### src/rtl/key_conditioner.sv
// Four-channel push-button conditioner: 2-flop synchroniser, per-key debounce FSM,
// press/release/long pulses. Define KEY_REPEAT_EN to add auto-repeat press pulses.
module key_conditioner #(
  parameter int NKEYS           = 4,
  parameter int DEBOUNCE_CYCLES = 16,
  parameter int LONG_CYCLES     = 1000,
  parameter int REPEAT_CYCLES   = 200
) (
  input  logic             clock,
  input  logic             reset,
  input  logic [NKEYS-1:0] key_i,
  output logic [NKEYS-1:0] level_o,
  output logic [NKEYS-1:0] press_o,
  output logic [NKEYS-1:0] release_o,
  output logic [NKEYS-1:0] long_o,
  output logic             busy_o
);

  // state        | meaning
  // IDLE         | debounced released, waiting for a pressed sample
  // PRESS_WAIT   | counting stable pressed samples
  // HELD         | debounced pressed, hold counter running
  // RELEASE_WAIT | counting stable released samples, hold counter frozen
  typedef enum logic [1:0] {IDLE, PRESS_WAIT, HELD, RELEASE_WAIT} state_t;

  localparam int DW = $clog2(DEBOUNCE_CYCLES) + 1;
  localparam int HW = $clog2(LONG_CYCLES) + 1;
  localparam logic [DW-1:0] DB_LAST   = DW'(DEBOUNCE_CYCLES - 1);
  localparam logic [DW-1:0] DB_ONE    = DW'(1);
  localparam logic [HW-1:0] HOLD_MAX  = HW'(LONG_CYCLES);
  localparam logic [HW-1:0] HOLD_LAST = HW'(LONG_CYCLES - 1);

  state_t           state_q [NKEYS];
  state_t           state_d [NKEYS];
  logic [DW-1:0]    cnt_q   [NKEYS];
  logic [DW-1:0]    cnt_d   [NKEYS];
  logic [HW-1:0]    hold_q  [NKEYS];
  logic [HW-1:0]    hold_d  [NKEYS];
  logic [NKEYS-1:0] sync1_q, sync2_q;
  logic [NKEYS-1:0] level_q, level_d;
  logic [NKEYS-1:0] press_q, press_d;
  logic [NKEYS-1:0] release_q, release_d;
  logic [NKEYS-1:0] long_q, long_d;
  logic [NKEYS-1:0] s;

`ifdef KEY_REPEAT_EN
  localparam int RW = $clog2(REPEAT_CYCLES) + 1;
  localparam logic [RW-1:0] REP_LAST = RW'(REPEAT_CYCLES - 1);
  logic [RW-1:0] rep_q [NKEYS];
  logic [RW-1:0] rep_d [NKEYS];
`else
  // Repeat period has no effect without auto-repeat.
  logic unused_repeat_cycles;
  assign unused_repeat_cycles = ^REPEAT_CYCLES;
`endif

  assign s = ~sync2_q;

  always_ff @(posedge clock) begin
    if (!reset) begin
      sync1_q   <= '1;
      sync2_q   <= '1;
      level_q   <= '0;
      press_q   <= '0;
      release_q <= '0;
      long_q    <= '0;
      for (int k = 0; k < NKEYS; k++) begin
        state_q[k] <= IDLE;
        cnt_q[k]   <= '0;
        hold_q[k]  <= '0;
`ifdef KEY_REPEAT_EN
        rep_q[k]   <= '0;
`endif
      end
    end else begin
      sync1_q   <= key_i;
      sync2_q   <= sync1_q;
      level_q   <= level_d;
      press_q   <= press_d;
      release_q <= release_d;
      long_q    <= long_d;
      for (int k = 0; k < NKEYS; k++) begin
        state_q[k] <= state_d[k];
        cnt_q[k]   <= cnt_d[k];
        hold_q[k]  <= hold_d[k];
`ifdef KEY_REPEAT_EN
        rep_q[k]   <= rep_d[k];
`endif
      end
    end
  end

  always_comb begin
    level_d   = level_q;
    press_d   = '0;
    release_d = '0;
    long_d    = '0;
    for (int k = 0; k < NKEYS; k++) begin
      state_d[k] = state_q[k];
      cnt_d[k]   = cnt_q[k];
      hold_d[k]  = hold_q[k];
`ifdef KEY_REPEAT_EN
      rep_d[k]   = rep_q[k];
`endif
      case (state_q[k])
        IDLE: begin
          if (s[k]) begin
            state_d[k] = PRESS_WAIT;
            cnt_d[k]   = DB_ONE;
          end
        end
        PRESS_WAIT: begin
          if (!s[k]) begin
            state_d[k] = IDLE;
            cnt_d[k]   = '0;
          end else if (cnt_q[k] == DB_LAST) begin
            state_d[k] = HELD;
            cnt_d[k]   = '0;
            hold_d[k]  = '0;
            press_d[k] = 1'b1;
            level_d[k] = 1'b1;
          end else begin
            cnt_d[k] = cnt_q[k] + DB_ONE;
          end
        end
        HELD: begin
          if (!s[k]) begin
            state_d[k] = RELEASE_WAIT;
            cnt_d[k]   = DB_ONE;
          end else if (hold_q[k] != HOLD_MAX) begin
            hold_d[k] = hold_q[k] + 1'b1;
            if (hold_q[k] == HOLD_LAST) long_d[k] = 1'b1;
          end else begin
`ifdef KEY_REPEAT_EN
            // Saturated hold counter means long_o has fired; run the repeat timer.
            if (rep_q[k] == REP_LAST) begin
              press_d[k] = 1'b1;
              rep_d[k]   = '0;
            end else begin
              rep_d[k] = rep_q[k] + 1'b1;
            end
`endif
          end
        end
        RELEASE_WAIT: begin
          if (s[k]) begin
            state_d[k] = HELD;
            cnt_d[k]   = '0;
          end else if (cnt_q[k] == DB_LAST) begin
            state_d[k]   = IDLE;
            cnt_d[k]     = '0;
            hold_d[k]    = '0;
            release_d[k] = 1'b1;
            level_d[k]   = 1'b0;
`ifdef KEY_REPEAT_EN
            rep_d[k]     = '0;
`endif
          end else begin
            cnt_d[k] = cnt_q[k] + DB_ONE;
          end
        end
        default: begin
          state_d[k] = IDLE;
          cnt_d[k]   = '0;
        end
      endcase
    end
  end

  always_comb begin
    busy_o = 1'b0;
    for (int k = 0; k < NKEYS; k++) begin
      if (state_q[k] == PRESS_WAIT || state_q[k] == RELEASE_WAIT) busy_o = 1'b1;
    end
  end

  assign level_o   = level_q;
  assign press_o   = press_q;
  assign release_o = release_q;
  assign long_o    = long_q;

endmodule

### config.mk
export PLATFORM = sky130hd
export DESIGN_NAME = key_conditioner
export DESIGN_NICKNAME = d
export VERILOG_FILES = /design/src/rtl/key_conditioner.sv
export SDC_FILE = /design/constraint.sdc
export NUM_CORES = 1
export LEC_CHECK = 0
export ABC_AREA = 1
export CORE_MARGIN = 4
export CORE_UTILIZATION = 54
export CTS_CLUSTER_SIZE = 16
export DETAILED_ROUTE_END_ITERATION = 10
export GPL_ROUTABILITY_DRIVEN = 1
export GPL_TIMING_DRIVEN = 0
export PLACE_DENSITY = 0.78
export RECOVER_POWER = 50
export SLEW_MARGIN = 10
export SYNTH_ARGS = -nofsm -noshare
export SYNTH_HDL_FRONTEND = slang
export SYNTH_SLANG_ARGS = --single-unit
### constraint.sdc
create_clock -name clock -period 1.3 [get_ports clock]
set_input_delay 0.195 -clock clock [delete_from_list [all_inputs] [get_ports clock]]
set_output_delay 0.195 -clock clock [all_outputs]
set_load 0.02 [all_outputs]
==> flow_metrics.py <==
metrics = {
    "run_status": {
        "outcome": "finished with violations",
        "violations": "negative setup slack",
    },
    "worst_setup_path": {
        "worst_ep_required_time_ns": 1.61,
        "reg2reg_from": "hold_q[2][8]",
        "crit_type": "flop to flop",
        "reg2regPathDepth": 9,
        "r2r_end": "hold_q[2][5]",
        "arrival_ns": 1.83,
        "end_kind": "flop",
        "r2r_setup_slack_ns": -0.21,
        "critPathLaunchType": "flop",
        "cp_max_fo": 5,
    },
    "floorplan": {
        "coreArea_um2": 8760,
        "fp.dieH_um": 103,
        "initial_core_util_pct": 55.5,
        "num_rows": 34,
        "io_pins": 23,
        "fp.dieW_um": 103,
        "fp.dieArea_um2": 10600,
    },
    "placement": {
        "dpl.hpwl_mm": 7.75,
        "placedCellCount": 821,
        "io_buffer_count": 21,
        "dp_slack_ns": -0.417,
        "routabilityCongestion": 0.917,
        "place_area_um2": 5350,
    },
    "pwr": {
        "p_total_mw": 5.33,
        "vdd_drop_max_v": 0.000588,
        "power_density_nw_per_um2": 746,
        "p_leak_nw": 3.01,
    },
    "route": {
        "routed_wl_mm": 16.6,
        "avgRoutedWirePerCell_um": 17.8,
        "drc_errors": 0,
        "dr_total_vias": 5534,
        "antenna_left": 0,
        "drt-pass1-iter-count": 6,
        "drt_iter0_drc": 381,
        "viasPerCell": 5.95,
    },
    "cells_and_area": {
        "fin_cells": 930,
        "final_nets": 836,
        "area.growth.synth_to_final_pct": 46.7,
        "fin_area_um2": 7140,
        "antenna_cells": 0,
        "drive_gt1_share_pct": 48.3,
    },
    "sta": {
        "finClkSkew_ns": 0.0111,
        "worst_pin_slew_ns": 0.714,
        "hold_violations": 0,
        "rsz0062_at_grt": "yes",
        "post-route-worst-setup-slack_ns": -0.215,
        "slew_headroom_pct": 52.4,
        "setup_violations": 60,
        "period_share_pct": 117,
        "finalCriticalPeriod_ns": 1.51,
        "max_freq_ghz": 0.660,
        "drv_slew": 0,
        "hold_slack_ns": 0.284,
    },
    "global_routing": {
        "grt_pass1_wl_mm": 21.6,
        "grt_max_degree": 15,
        "antenna_found_initial": 0,
        "grt_util_all_layers_pct": 25.2,
        "grt_pass1_vias": 4854,
        "grt.overflow.total": 0,
    },
    "flow_run": {
        "drv_cap": 0,
    },
    "clock_network": {
        "cts_sinks": 96,
        "cts.clk_slew.worst_paths_ns": 0.10,
        "cts_root_buffer": "clkbuf_8",
        "numCtsBuffers": 9,
        "holdBufCountCts": 0,
        "h-tree-depth": 3,
        "cts_tree": "built",
        "clock_latency_ns": 0.37,
        "clockBufferDepth": 2,
    },
    "synth": {
        "syn-num-nets": 710,
        "synthArstFlopShare_pct": 0,
        "syn-mean-instance-area_um2": 7.03,
        "syn_area_um2": 4870,
        "yosysWarnings": 0,
        "synth_seq_cells": 96,
        "syn_inst": 692,
        "ys_seq_area_share_pct": 39.5,
        "synth-edff-count": 0,
        "synth_ff_type": "dfxtp_1",
        "synth_cell_type_count": 33,
    },
    "min_path": {
        "min_from": "reset",
        "holdPathStages": 3,
        "hp-class": "primary input to flop",
        "whs_endpoint": "hold_q[2][0]",
    },
}
worst max-delay path: stages, from the launching register on:
cell and delay, ns:
dfxtp_2 0.39, nand2_1 0.14, nor2_2 0.20, nand3_2 0.15, nand2_4 0.13, nand2_4 0.08, buf_6 0.14, nand2_2 0.05
nand2_2 0.05, a21oi_2 0.12
cell type report:
type | count | area [µm²]
Buffer | 11 | 78.8
Fill cell | 495 | 1620
Tap cell | 108 | 135
Timing Repair Buffer | 115 | 935
Sequential cell | 96 | 2030
Clock inverter | 2 | 13.8
Inverter | 95 | 394
Clock buffer | 13 | 169
Multi-Input combinational cell | 490 | 3380
synth_stat cells (8+ instances only):
cell type  number  area share, %
nand2_1       178             14
dfxtp_1        96             39
inv_1          89            6.9
nand3_1        69            7.1
nor2_1         64            4.9
a21oi_1        53            5.4
o21ai_0        15            1.5
ha_1           12            3.1
or2_2          11            1.4
nand4_1        10            1.3
nor3_1         10            1.0
nand2_4         9            2.1
nor2_2          8            1.0
placed cells by master (no fill, tap or decap), drive strengths merged:
cell type,netlist,layout
clkinv,1,3
dlygate4sd2,0,16
nor4,4,4
clkbuf,7,20
o21ai,18,18
nor3,12,12
xnor2,3,3
nor4b,1,1
nand3b,2,2
o211a,4,4
nand3,76,76
or2,11,11
nand4,12,12
nand2,194,194
nor2,76,76
dfxtp,96,96
a211oi,2,2
buf,4,99
a31o,1,1
xor2,7,7
inv,94,94
clkdlybuf4s50,0,4
ha,12,12
a21oi,55,55
layer usage:
metal	share of wire, %	vias up	track usage (%)
met5	0	-	0
met4	5.9	0	10.4
met3	6.9	109	3.92
met2	51	365	45.0
met1	36	2586	29.9
li1	-	2474	-
how the worst max path moves through the flow:
stage	start	to	slack [ns]	cells past startpoint
floorplan	hold_q[3][0]	hold_q[3][10]	-0.01	8
global placement	reset	long_o[0]	-0.39	4
detailed placement	reset	hold_q[2][9]	-0.42	5
CTS	hold_q[2][0]	hold_q[2][5]	-0.10	11
global route	hold_q[2][8]	hold_q[2][5]	-0.30	9
finish	hold_q[2][8]	hold_q[2][5]	-0.21	9
power by group:
group / total, mW / leakage (nW) / switching (mW) / internal (mW)
clock network: 1.91 / 0.0955 / 1.06 / 0.846
registers: 3.01 / 0.805 / 0.0608 / 2.95
logic: 0.404 / 2.11 / 0.252 / 0.152
total: 5.33 / 3.01 / 1.37 / 3.95
per-stage QoR:
stage / util [%] / setup TNS, ns
after floorplan: - / -0.0109
after global placement: 61.1 / -12.61
after detailed placement: 61.1 / -14.68
after CTS: 72.9 / -2.00
after global routing: 81.5 / -10.79
final: 81.5 / -6.89
cell families (layout without fill, tap and decap cells):
family	Yosys count	in the layout	share of synthesized area (%)
AOI/OAI and AO/OA	80	80	9.05
buffers and inverters	106	236	8.79
xor gates and xnor gates	10	10	1.80
DFF	96	96	39.5
adders and majority gates	12	12	3.08
and+or+nand+nor	388	388	37.8
state kept, by name, indices dropped and copies added (netlist names), named ones only:
name	cells
state_q	4
sync2_q	4
hold_q	44
long_o	4
level_o	4
release_o	4
cnt_q	20
sync1_q	4
press_o	4
timing repair:
action,CTS,global route
pin swaps,42,54
endpoints found under the setup margin,74,71
gates resized for setup,173,149
setup buffers,53,37
gates cloned,4,0
Note: power is estimated with default switching activity, not from simulation.
